`src/rtl/regfile_rw.sv`:
```
// MIPS register file: one write port, two combinational read ports with write-through bypass.
// A post-reset clear engine zeroes entries 1..R-1, one per cycle, while busy is high.
module regfile_rw #(
    parameter int N  = 32,
    parameter int R  = 32,
    parameter int AW = $clog2(R)
) (
    input  logic          clk,
    input  logic          rst,
    input  logic          we,
    input  logic [AW-1:0] wa,
    input  logic [N-1:0]  wd,
    input  logic [AW-1:0] ra1,
    input  logic [AW-1:0] ra2,
    output logic [N-1:0]  rd1,
    output logic [N-1:0]  rd2,
    output logic          busy
);

    // One-bit encoding so busy is the state flop itself, with no decode logic.
    typedef enum logic {
        READY = 1'b0,
        CLEAR = 1'b1
    } state_t;

    state_t        state;
    logic [AW-1:0] cnt;
    logic [N-1:0]  mem [1:R-1];

    // NOTE: sequential state uses non-blocking assignments so every flop samples pre-edge values.
    always_ff @(posedge clk) begin
        if (rst) begin
            state <= CLEAR;
            cnt   <= AW'(1);
        end else if (state == CLEAR) begin
            cnt <= cnt + 1'b1;
            if (cnt == AW'(R - 1))
                state <= READY;
        end
    end

    // NOTE: the array has no reset branch; it is zeroed by the clear engine so it maps onto plain RAM.
    always_ff @(posedge clk) begin
        if (!rst) begin
            if (state == CLEAR) begin
                if (cnt != '0)
                    mem[cnt] <= '0;
            end else if (we && (wa != '0)) begin
                mem[wa] <= wd;
            end
        end
    end

    assign busy = (state == CLEAR);

    // Reads see rst only through busy; a same-cycle write is forwarded ahead of the array.
    assign rd1 = (busy || (ra1 == '0)) ? '0 :
                 (we && (wa == ra1))   ? wd : mem[ra1];
    assign rd2 = (busy || (ra2 == '0)) ? '0 :
                 (we && (wa == ra2))   ? wd : mem[ra2];

endmodule

```
`config.mk`:
```
export PLATFORM = sky130hd
export DESIGN_NAME = regfile_rw
export DESIGN_NICKNAME = d
export VERILOG_FILES = /design/src/rtl/regfile_rw.sv
export SDC_FILE = /design/constraint.sdc
export NUM_CORES = 1
export LEC_CHECK = 0
export BUFFER_PORTS_ARGS = -buffer_cell sky130_fd_sc_hd__buf_2
export CORE_UTILIZATION = 55
export CTS_CLUSTER_DIAMETER = 80
export CTS_CLUSTER_SIZE = 14
export DETAILED_ROUTE_END_ITERATION = 16
export GPL_ROUTABILITY_DRIVEN = 0
export PLACE_DENSITY = 0.71
export SLEW_MARGIN = 20
export SYNTH_ARGS = -nofsm -noshare
export SYNTH_HDL_FRONTEND = slang
export SYNTH_SLANG_ARGS = --single-unit
```
`constraint.sdc`:
```
create_clock -name clk -period 4.8 [get_ports clk]
set_input_delay 0.24 -clock clk [delete_from_list [all_inputs] [get_ports clk]]
set_output_delay 0.24 -clock clk [all_outputs]
set_load 0.01 [all_outputs]
```
==> impl_metrics.prom <==
# TYPE chip_impl_metric gauge
chip_impl_metric{name="synth-edff-count",unit=""} 992
chip_impl_metric{name="timing.slew.headroom",unit="%"} 22.1
chip_impl_metric{name="achievable-frequency",unit="GHz"} 0.253
chip_impl_metric{name="yosys_register_bits",unit=""} 998
chip_impl_metric{name="post-route-min-period",unit="ps"} 3950
chip_impl_metric{name="cts.hold.buffers_added",unit=""} 1
chip_impl_metric{name="grt_use_total",unit="%"} 33.2
chip_impl_metric{name="tns",unit="ps"} 0
chip_impl_metric{name="detail_route.wl_per_cell",unit="um"} 36.2
chip_impl_metric{name="dr.first_iter.drc_count",unit=""} 3635
chip_impl_metric{name="drt-total-wl",unit="mm"} 143
chip_impl_info{name="netlist_top_cells_count",value="edfxtp_1, mux4_2, mux2i_1, clkbuf_1, nor2_1"} 1
chip_impl_info{name="top_count_cell_post_synth",value="edfxtp_1"} 1
chip_impl_metric{name="syn-num-nets",unit=""} 2770
chip_impl_info{name="worstSetupEndpointType",value="flop"} 1
chip_impl_metric{name="grt.overflow.total",unit=""} 0
chip_impl_metric{name="dpl_cell_area",unit="sq um"} 49500
chip_impl_metric{name="fin_util",unit="%"} 60.7
chip_impl_info{name="outcome",value="complete, no violations"} 1
chip_impl_metric{name="synthesis.area_per_instance",unit="sq um"} 17.4
chip_impl_metric{name="seq_area_frac_synth",unit="%"} 63.2
chip_impl_metric{name="worstMarginPinSlew",unit="ps"} 1170
chip_impl_metric{name="slowest_delay",unit="ps"} 880
chip_impl_info{name="slowest_cell_on_the_critical_path",value="o21a_2"} 1
chip_impl_metric{name="timing.critical_path.arrival",unit="ps"} 4250
chip_impl_metric{name="drtPass1Iterations",unit=""} 8
chip_impl_metric{name="num_antenna_cells",unit=""} 0
chip_impl_metric{name="timing.final.max_slew_violations",unit=""} 0
chip_impl_metric{name="largest_net_degree_at_the_start_of_global_routing",unit=""} 86
chip_impl_metric{name="post_layout_nonfiller_instances",unit=""} 3942
chip_impl_metric{name="vias",unit=""} 29403
chip_impl_metric{name="peakVddDrop",unit="mV"} 0.284
chip_impl_metric{name="boundaryPins",unit=""} 115
chip_impl_info{name="cell_by_cell_listing_of_the_critical_path",value="buf_4 > nor3b_2 > o21a_2 > a31oi_2 > nor2_4 > buf_4"} 1
chip_impl_metric{name="synth-async-reset-ratio",unit="%"} 0
chip_impl_metric{name="grt_pass1_vias",unit=""} 29677
chip_impl_metric{name="rr_worst_depth",unit=""} 6
chip_impl_info{name="synth_top_cell_by_area",value="edfxtp_1"} 1
chip_impl_metric{name="dieHeight",unit="um"} 295
chip_impl_metric{name="postSynthCellCount",unit=""} 2717
chip_impl_metric{name="syn_area",unit="sq um"} 47300
chip_impl_metric{name="fp-row-count",unit=""} 107
chip_impl_metric{name="static-leakage-power",unit="nW"} 15.5
chip_impl_metric{name="critical_path.max_fanout",unit=""} 38
chip_impl_info{name="dominantRegCellSynth",value="edfxtp_1"} 1
chip_impl_metric{name="grt_antenna_before_repair",unit=""} 4
chip_impl_metric{name="post_cts.repair.setup_buffers",unit=""} 0
chip_impl_metric{name="finalSetupViolations",unit=""} 0
chip_impl_metric{name="maxCapViolations",unit=""} 0
chip_impl_info{name="ys_top_cells_by_area",value="edfxtp_1, mux4_2, mux2i_1, a211oi_1, clkbuf_1"} 1
chip_impl_metric{name="layout.nets",unit=""} 2839
chip_impl_metric{name="cells_on_worst_hold_path",unit=""} 2
chip_impl_metric{name="area.growth.synth_to_final",unit="%"} 9.20
chip_impl_metric{name="die-width",unit="um"} 295
chip_impl_info{name="rsz0062_at_grt",value="false"} 1
chip_impl_info{name="cts_root_buffer",value="clkbuf_16"} 1
chip_impl_metric{name="cts.htree.levels",unit=""} 3
chip_impl_metric{name="antenna_violating_nets_post_route",unit=""} 0
chip_impl_metric{name="drt_drc_violations_left",unit=""} 0
chip_impl_metric{name="power_per_cell_area",unit="nW/um^2"} 327
chip_impl_metric{name="clock-skew-final",unit="ps"} 24.3
chip_impl_metric{name="post-layout-total-power",unit="mW"} 16.9
chip_impl_metric{name="filler_cell_count",unit=""} 6090
chip_impl_info{name="timing.hold.worst.class",value="input port to flop"} 1
chip_impl_metric{name="cts_buffer_depth",unit=""} 3
chip_impl_metric{name="synth_cell_type_count",unit=""} 60
chip_impl_metric{name="die_area",unit="sq um"} 87200
chip_impl_metric{name="timing.critical_path.required",unit="ps"} 5100
chip_impl_info{name="critical_path_class",value="flop to flop"} 1
chip_impl_info{name="start_kind",value="flop"} 1
chip_impl_metric{name="core_area",unit="sq um"} 85100
chip_impl_metric{name="crit_share_post_route",unit="%"} 82.3
chip_impl_info{name="clock_tree_from_tritoncts",value="done"} 1
chip_impl_metric{name="yosys_warnings",unit=""} 0
chip_impl_info{name="critical_path.most_common_cell",value="buf_4"} 1
chip_impl_metric{name="clock-sinks",unit=""} 998
chip_impl_metric{name="place.port_buffers",unit=""} 114
chip_impl_metric{name="multi_input_area",unit="sq um"} 16600
chip_impl_metric{name="drive_above_1_share",unit="%"} 26.5
chip_impl_metric{name="design_area",unit="sq um"} 51700
chip_impl_metric{name="clock_insertion_delay_worst_skew",unit="ps"} 650
chip_impl_metric{name="hpwl",unit="mm"} 89.2
chip_impl_metric{name="synth.top_cell.area_share",unit="%"} 63.0
chip_impl_metric{name="clkTransAtPathRegs",unit="ps"} 70
chip_impl_metric{name="sequential_area",unit="sq um"} 29900
chip_impl_metric{name="numPlacedInstances",unit=""} 3846
chip_impl_metric{name="viasPerCell",unit=""} 7.46
chip_impl_metric{name="grt_pass1_wl",unit="mm"} 206
chip_impl_metric{name="initial_core_util",unit="%"} 55.6
chip_impl_metric{name="timing.final.hold_violations",unit=""} 0
chip_impl_metric{name="number_of_buffers_created_by_cts",unit=""} 81
chip_impl_metric{name="postCtsResizedCells",unit=""} 0
[stage by stage]
| step | setup slack [ps] | hold WS (ps) |
|---|---|---|
| final | 851 | 329 |
| after global routing | 766 | 356 |
| after CTS | 987 | 361 |
| after detailed placement | 1000 | 521 |
| after global placement | 1020 | 513 |
| after floorplan | 1330 | 523 |
[cells by family (layout without fill, tap and decap cells)]
| kind of cell | Yosys count | in the layout | synth area share, % |
|---|---|---|---|
| AO/OA/AOI/OAI | 485 | 485 | 7.42 |
| XOR/XNOR | 13 | 13 | 0.241 |
| adder cells (fa/ha/maj) | 3 | 3 | 0.0793 |
| buffers and inverters | 236 | 317 | 2.47 |
| flip-flops | 998 | 998 | 63.2 |
| multiplexers | 662 | 662 | 23.4 |
| AND/OR/NAND/NOR | 320 | 320 | 3.23 |
[state kept, by name, summed over array words and instances (netlist names)]
| register | flops |
|---|---|
| mem | 992 |
| cnt | 5 |
| busy | 1 |
[area by class of cell]
cell class / count / area share (%)
clock inverter: 4 / 0.0726
timing repair buffer: 216 / 3.05
multi-input combinational: 1483 / 32.1
tap: 1144 / 2.77
clock buffer: 91 / 4.08
inverter: 6 / 0.0436
sequential: 998 / 57.9
[routing by layer]
metal  up-vias  track usage (%)  part of all wire (%)
met5         -                0                 0.014
met4         4             15.5                   5.1
met3       429             7.63                    12
met2      2188             51.7                    47
met1     15211             44.8                    36
li1      11571                -                     -
[final timing paths]
check                                    startpoint  slack, ps                    end
worst min-delay path                         wd[28]        330  mem[27][28]$_DFFE_PP_
worst max register to register      busy$_SDFF_PP1_        850  mem[17][29]$_DFFE_PP_
worst max-delay path                busy$_SDFF_PP1_        850  mem[17][29]$_DFFE_PP_
worst min register to register  cnt[1]$_SDFFE_PP0P_        610    cnt[1]$_SDFFE_PP0P_
[power breakdown]
group          internal, mW  total [mW]  switching [mW]
combinational         0.490        1.31           0.819
sequential             9.52        9.56          0.0412
clock                  3.08        6.04            2.96
total                  13.1        16.9            3.82
[worst max-delay path: cells and delay by family (launching register included)]
family,cells,cell delay (ps)
flip-flops,1,310
buffers and inverters,2,660
AND/OR/NAND/NOR,2,1130
AO/OA/AOI/OAI,2,1440
[placed cells by master, fill, tap and decap left out, drive strengths merged, types with 19 or more instances in the layout]
master	instances
mux4	351
mux2i	294
edfxtp	992
a32o	20
o22ai	56
buf	215
a211oi	86
nand2	92
nor2	104
a21oi	89
o221ai	20
clkbuf	91
a2111oi	25
and2	35
a221oi	19
o21ai	33
nor2b	27
a22oi	50
Power figures use the tool's default switching activity.
